$ cat config.mk
export PLATFORM = sky130hd
export DESIGN_NAME = seq_gen_multi
export DESIGN_NICKNAME = d
export VERILOG_FILES = /design/src/rtl/seq_gen_multi.sv
export SDC_FILE = /design/constraint.sdc
export NUM_CORES = 1
export LEC_CHECK = 0
export CORE_MARGIN = 1.5
export CORE_UTILIZATION = 50
export CTS_CLUSTER_DIAMETER = 150
export DETAILED_ROUTE_END_ITERATION = 8
export DONT_BUFFER_PORTS = 1
export GPL_TIMING_DRIVEN = 0
export SYNTH_ARGS = -nofsm -noshare
export SYNTH_HDL_FRONTEND = slang
export SYNTH_SLANG_ARGS = --single-unit
$ cat constraint.sdc
create_clock -name clk -period 3.9 [get_ports clk]
set_input_delay 0.195 -clock clk [delete_from_list [all_inputs] [get_ports clk]]
set_output_delay 0.195 -clock clk [all_outputs]
set_load 0.02 [all_outputs]
$ cat src/rtl/seq_gen_multi.sv
// -----------------------------------------------------------------------------
// seq_gen_multi
//
// Multi-mode sequence generator. Computes the Nth term of a Fibonacci,
// triangle or arithmetic sequence, one WIDTH-bit add per clock. A single
// start/done handshake launches a request; overflow and error indications
// stay set until 'clear'.
//
// Optional feature macro: SEQ_GEN_ARITH_EN
//   defined     : mode 2'b10 (arithmetic, data_in + N*step) is available.
//   not defined : 'step' is ignored and mode 2'b10 is rejected as illegal.
//
// Parameters
//   WIDTH    datapath / result width (>= 8)
//   ORDER_W  width of 'order' (<= WIDTH)
//
// Ports
//   clk       in   rising-edge clock
//   reset_n   in   asynchronous active-low reset
//   start     in   request, sampled only in IDLE
//   clear     in   abort / acknowledge, returns to IDLE from any state
//   mode      in   00 Fibonacci, 01 triangle, 10 arithmetic, 11 reserved
//   order     in   term index N
//   data_in   in   seed / initial value
//   step      in   arithmetic increment
//   busy      out  high while iterating
//   done      out  one-cycle pulse, data_out holds the result
//   data_out  out  registered result (all ones on overflow, zero on error)
//   overflow  out  sticky carry-out of an add
//   error     out  sticky illegal-request flag
// -----------------------------------------------------------------------------
module seq_gen_multi #(
    parameter int WIDTH   = 64,
    parameter int ORDER_W = 16
) (
    input  logic               clk,
    input  logic               reset_n,
    input  logic               start,
    input  logic               clear,
    input  logic [1:0]         mode,
    input  logic [ORDER_W-1:0] order,
    input  logic [WIDTH-1:0]   data_in,
    input  logic [WIDTH-1:0]   step,
    output logic               busy,
    output logic               done,
    output logic [WIDTH-1:0]   data_out,
    output logic               overflow,
    output logic               error
);

    typedef enum logic [2:0] {
        S_IDLE = 3'd0,
        S_RUN  = 3'd1,
        S_DONE = 3'd2,
        S_OVF  = 3'd3,
        S_ERR  = 3'd4
    } state_e;

    localparam logic [1:0] MODE_FIB   = 2'b00;
    localparam logic [1:0] MODE_TRI   = 2'b01;
    localparam logic [1:0] MODE_ARITH = 2'b10;

    localparam logic [WIDTH-1:0]   ZERO_W = {WIDTH{1'b0}};
    localparam logic [WIDTH-1:0]   ONES_W = {WIDTH{1'b1}};
    localparam logic [WIDTH-1:0]   ONE_W  = {{(WIDTH-1){1'b0}}, 1'b1};
    localparam logic [ORDER_W-1:0] ZERO_O = {ORDER_W{1'b0}};
    localparam logic [ORDER_W-1:0] ONE_O  = {{(ORDER_W-1){1'b0}}, 1'b1};

    state_e             state_q, state_d;
    logic [1:0]         mode_q, mode_d;
    logic [ORDER_W-1:0] tgt_q, tgt_d;       // iterations required (T)
    logic [ORDER_W-1:0] cnt_q, cnt_d;       // iterations performed
    logic [WIDTH-1:0]   x_q, x_d;           // fib: previous term, tri: k, arith: step
    logic [WIDTH-1:0]   y_q, y_d;           // running result in every mode
    logic [WIDTH-1:0]   data_out_q, data_out_d;
    logic               busy_q, busy_d;
    logic               done_q, done_d;
    logic               overflow_q, overflow_d;
    logic               error_q, error_d;

    logic [WIDTH:0]     sum_s;
    logic               mode_bad_s;
    logic               req_illegal_s;
    logic               arith_en_s;
    logic [WIDTH-1:0]   step_s;

`ifdef SEQ_GEN_ARITH_EN
    assign arith_en_s = 1'b1;
    assign step_s     = step;
`else
    // Port kept for pin compatibility; the reduction only marks it consumed.
    logic unused_step_s;
    assign unused_step_s = ^step;
    assign arith_en_s    = 1'b0;
    assign step_s        = ZERO_W;
`endif

    // Every mode reduces to y + x, so one adder with carry-out serves all.
    assign sum_s = {1'b0, x_q} + {1'b0, y_q};

    // Per-mode legality of the request presented with start.
    always_comb begin
        case (mode)
            MODE_FIB:   mode_bad_s = (data_in == ZERO_W);
            MODE_TRI:   mode_bad_s = 1'b0;
            MODE_ARITH: mode_bad_s = ~arith_en_s;
            default:    mode_bad_s = 1'b1;
        endcase
    end

    assign req_illegal_s = mode_bad_s | (order == ZERO_O);

    // Next-state, datapath update and registered-output decode.
    always_comb begin
        state_d    = state_q;
        mode_d     = mode_q;
        tgt_d      = tgt_q;
        cnt_d      = cnt_q;
        x_d        = x_q;
        y_d        = y_q;
        data_out_d = data_out_q;
        overflow_d = overflow_q;
        error_d    = error_q;

        if (clear) begin
            // clear outranks start and aborts any computation in flight
            state_d    = S_IDLE;
            data_out_d = ZERO_W;
            overflow_d = 1'b0;
            error_d    = 1'b0;
        end else begin
            case (state_q)
                S_IDLE: begin
                    if (start) begin
                        mode_d     = mode;
                        cnt_d      = ZERO_O;
                        data_out_d = ZERO_W;
                        y_d        = data_in;
                        case (mode)
                            MODE_FIB: begin
                                x_d   = ZERO_W;
                                tgt_d = order - ONE_O;
                            end
                            MODE_TRI: begin
                                x_d   = ONE_W;
                                tgt_d = order;
                            end
                            default: begin
                                x_d   = step_s;
                                tgt_d = order;
                            end
                        endcase
                        if (req_illegal_s) begin
                            state_d = S_ERR;
                            error_d = 1'b1;
                        end else begin
                            state_d = S_RUN;
                        end
                    end else begin
                        state_d = S_IDLE;
                    end
                end

                S_RUN: begin
                    if (cnt_q == tgt_q) begin
                        data_out_d = y_q;
                        state_d    = S_DONE;
                    end else if (sum_s[WIDTH]) begin
                        state_d    = S_OVF;
                        overflow_d = 1'b1;
                        data_out_d = ONES_W;
                    end else begin
                        y_d   = sum_s[WIDTH-1:0];
                        cnt_d = cnt_q + ONE_O;
                        case (mode_q)
                            MODE_FIB: x_d = y_q;
                            MODE_TRI: x_d = x_q + ONE_W;
                            default:  x_d = x_q;
                        endcase
                    end
                end

                S_DONE: state_d = S_IDLE;
                S_OVF:  state_d = S_OVF;
                S_ERR:  state_d = S_ERR;

                default: begin
                    state_d    = S_IDLE;
                    data_out_d = ZERO_W;
                    overflow_d = 1'b0;
                    error_d    = 1'b0;
                end
            endcase
        end

        busy_d = (state_d == S_RUN);
        done_d = (state_d == S_DONE);
    end

    // State, datapath and output registers.
    always_ff @(posedge clk or negedge reset_n) begin
        if (!reset_n) begin
            state_q    <= S_IDLE;
            mode_q     <= 2'b00;
            tgt_q      <= ZERO_O;
            cnt_q      <= ZERO_O;
            x_q        <= ZERO_W;
            y_q        <= ZERO_W;
            data_out_q <= ZERO_W;
            busy_q     <= 1'b0;
            done_q     <= 1'b0;
            overflow_q <= 1'b0;
            error_q    <= 1'b0;
        end else begin
            state_q    <= state_d;
            mode_q     <= mode_d;
            tgt_q      <= tgt_d;
            cnt_q      <= cnt_d;
            x_q        <= x_d;
            y_q        <= y_d;
            data_out_q <= data_out_d;
            busy_q     <= busy_d;
            done_q     <= done_d;
            overflow_q <= overflow_d;
            error_q    <= error_d;
        end
    end

    assign busy     = busy_q;
    assign done     = done_q;
    assign data_out = data_out_q;
    assign overflow = overflow_q;
    assign error    = error_q;

endmodule

==> results.json <==
{
  "synth_edf_count": 0,
  "cp_slowest_cell": "dfrtp_1",
  "fin_crit_sh_pct": 97.70,
  "grt_usage_pct": 35.32,
  "clock-sinks": 233,
  "peakVddDrop_mv": 0.3713,
  "maxSlewHeadroom_pct": 8.077,
  "synth_fp_nets": 2074,
  "dpl.hpwl_mm": 41.92,
  "routed_wl_mm": 56.96,
  "startpoint_type": "register",
  "synth_compound_area_share_pct": 25.93,
  "synth_area_um2": 15490,
  "timing.hold.ws_ps": -677.5,
  "drv_slew": 0,
  "post_synth.cell_area_avg_um2": 8.347,
  "drive_gt1_share_pct": 8.130,
  "io_buffers": 0,
  "skew_ps": 23.65,
  "start_util_pct": 50.78,
  "p_switching_w": 0.002762,
  "instances_no_fill": 2403,
  "drc_errors": 0,
  "postRouteAntennaNets": 0,
  "dp_cells": 2252,
  "yosysWarningCount": 0,
  "tightest_slew_ps": 1374,
  "clockBufferDepth": 3,
  "cts_hold_buf": 91,
  "multi_input_area_um2": 9194,
  "synthXorXnorAreaFrac_pct": 5.484,
  "synthSimpleGateAreaFrac_pct": 19.66,
  "coreArea_um2": 30510,
  "finalSetupTns_ps": 0,
  "die-area_um2": 32050,
  "pwr-share-clk_pct": 35.3,
  "cts.htree.levels": 1,
  "num_vias": 15282,
  "crit_buf_inv": 2,
  "report.final.hold_viol_count": 233,
  "cts_tree": "built",
  "syn2layout_area_growth_pct": 17.71,
  "violations": "hold timing",
  "synth.yosys.seq_area_share_pct": 37.64,
  "outcome": "finished with violations",
  "synth_fa_ha_area_share_pct": 5.540,
  "setup-violations-final": 0,
  "ys_types": 76,
  "avgViaCountPerCell": 6.360,
  "min_path_type": "in -> async",
  "crit_type": "reg -> reg",
  "switching_share_pct": 35.18,
  "cp_cell_sequence": "ha_1, nand2_1, o21ai_0, a21oi_1, nor2_1, a21oi_1, a21oi_4, a21oi_4, o21ai_4, nor2_4, or3_1, buf_6, buf_6, o2bb2ai_1",
  "fp.dieW_um": 179.0,
  "period_needed_ps": 3810,
  "grt_first_pass_wirelength_mm": 86.01,
  "seqPwrFrac_pct": 40.4,
  "die_h_um": 179.0,
  "synth_flop_cell": "dfrtp_1",
  "grt-ovfl-total": 0,
  "crit_fanout": 10,
  "synth-seq-cells": 233,
  "regArea_um2": 5841,
  "nets": 2201,
  "rows": 64,
  "insertion_delay_ps": 570,
  "power_density_nw_per_um2": 430.4,
  "gp_congestion": 0.9715,
  "grt_max_degree": 234,
  "antenna_found_initial": 3,
  "dr.pass1.iters": 6,
  "drv_cap": 0,
  "critical-path-max-stage-delay_ps": 450,
  "endpoint_kind": "register",
  "crit_family": "compound AO/OA/AOI/OAI gates",
  "ys_async_sr_fraction_pct": 100.0,
  "max_freq_ghz": 0.2624,
  "drt_iter0_drc": 1447,
  "cts-buffers-inserted": 28,
  "num_io_pins": 218,
  "critPathRequiredTime_ps": 4330,
  "cts_root_buf": "clkbuf_16",
  "wl_per_cell_um": 23.70,
  "arrival_ps": 4240,
  "fillers": 2691,
  "cts.clk_slew.worst_paths_ps": 60,
  "synthCells": 1856,
  "grt_pass1_vias": 14630,
  "power_frac_comb_pct": 24.3,
  "synth_top_family_by_area": "compound AO/OA/AOI/OAI gates",
  "p_leak_nw": 7.730,
  "synth.area.mux_share_pct": 1.494,
  "p_int_w": 0.005088
}
[registers in the layout (all words and copies together), names as in the netlist]
signal    count
done          1
cnt_q        16
x_q          64
error         1
mode_q        2
tgt_q        16
state_q       3
data_out     64
y_q          64
busy          1
overflow      1
[synthesized netlist by cell type (all sizes together) (5+ instances only)]
master	number	share of area (%)
o2111ai	5	0.32
a22oi	18	0.87
or3	10	0.40
o2bb2ai	83	4.7
and3	17	0.69
nand4	40	1.6
o21ai	154	5.0
nor3	58	2.0
buf	26	1.0
xor2	40	2.3
a31oi	11	0.44
o22ai	27	1.1
and2	7	0.28
a21o	32	1.6
xnor2	57	3.2
mux2i	22	1.4
a2bb2oi	18	1.0
nor4	51	2.1
nor2b	10	0.40
inv	54	1.3
nand2	196	4.8
o211ai	13	0.66
nor2	181	4.4
dfrtp	233	38
nand2b	7	0.28
clkbuf	80	1.9
o21a	16	0.78
ha	67	5.4
o21bai	18	0.87
or4	6	0.29
a21oi	189	6.2
nand3	53	1.7
a211oi	11	0.61
[per-layer routing]
metal	share of wire, %	GRT usage, %	up-vias
li1	-	-	7093
met1	44	49.82	7373
met2	43	53.64	719
met3	9.5	7.570	97
met4	3.4	11.53	0
met5	0	0	-
[through the flow]
| stage | power, W | area, um2 | util (%) | setup slack (ps) |
|---|---|---|---|---|
| after floorplan | 0.004323 | 15490 | - | 620.4 |
| after global placement | 0.004899 | 15990 | 52.40 | -636.4 |
| after detailed placement | 0.004927 | 15990 | 52.40 | -648.8 |
| after CTS | 0.007790 | 18030 | 59.09 | -15.52 |
| after global routing | 0.008186 | 18240 | 59.77 | -7.095 |
| final | 0.007849 | 18240 | 59.77 | 89.63 |
[worst register-to-register path: cells and delay by family (launching register included)]
| kind | cells | cell delay [ps] |
|---|---|---|
| compound gates | 7 | 1510 |
| simple gates | 4 | 940 |
| flops | 1 | 450 |
| fa+ha+maj | 1 | 440 |
| buf+inv | 2 | 360 |
[power groups by stage]
stage | combinational (W) | clock, W | sequential (W)
2_1_floorplan | 0.00132 | 0 | 0.00300
3_3_place_gp | 0.00171 | 0 | 0.00319
3_5_place_dp | 0.00174 | 0 | 0.00319
4_1_cts | 0.00184 | 0.00280 | 0.00315
5_1_grt | 0.00209 | 0.00289 | 0.00320
6_report | 0.00191 | 0.00277 | 0.00317
[cell usage in the layout (no fill, tap or decap), types with 18 or more instances in the layout]
cell / synthesis / layout
o21ai_0: 143 / 139
a21o_1: 32 / 32
a21oi_1: 186 / 184
clkbuf_16: 0 / 28
nand3_1: 52 / 52
xor2_1: 40 / 40
nand2_1: 195 / 191
nor2_1: 179 / 179
o2bb2ai_1: 83 / 83
dfrtp_1: 233 / 225
inv_1: 54 / 54
nor4_1: 51 / 48
o22ai_1: 27 / 27
nand4_1: 40 / 40
nor3_1: 56 / 55
mux2i_1: 22 / 22
xnor2_1: 57 / 57
buf_4: 0 / 24
ha_1: 67 / 63
a2bb2oi_1: 18 / 18
dlygate4sd3_1: 0 / 91
o21bai_1: 18 / 18
clkbuf_1: 79 / 54
[what timing repair did]
action                                  4_1_cts  5_1_grt
cloned                                        0        0
endpoints found under the setup margin      200      195
resized for setup                            28       64
setup buffers                                 7       11
endpoints found under the hold margin       319      233
pin swaps                                     5        9
[area by class of cell]
class / instances / area share [%]
multi-input combinational: 1463 / 50.42
sequential: 233 / 32.03
timing repair buffer: 109 / 5.736
clock buffer: 37 / 4.412
tap: 396 / 2.717
buffer: 94 / 2.559
inverter: 54 / 1.111
clock inverter: 15 / 0.9949
antenna: 2 / 0.02744
[logic make-up (layout without fill, tap and decap cells)]
group | after synthesis | count (layout)
simple gates | 650 | 650
compound gates | 625 | 625
flops | 233 | 233
buf+inv | 160 | 309
xor+xnor | 97 | 97
fa+ha+maj | 68 | 68
mux | 23 | 23
other cells | 0 | 2
[path summary, 6_finish.rpt]
kind	from	to	slack, ps	cells past startpoint
worst max-delay path	y_q[18]	data_out[35]	90	14
max in group asynchronous	reset_n	y_q[20]	4290	0
min in group clk	order[3]	tgt_q[5]	10	4
worst max register to register	y_q[18]	data_out[35]	90	14
worst min-delay path	reset_n	data_out[62]	-680	0
worst min register to register	tgt_q[1]	tgt_q[1]	500	2
Note: power is estimated with default switching activity, not from simulation.
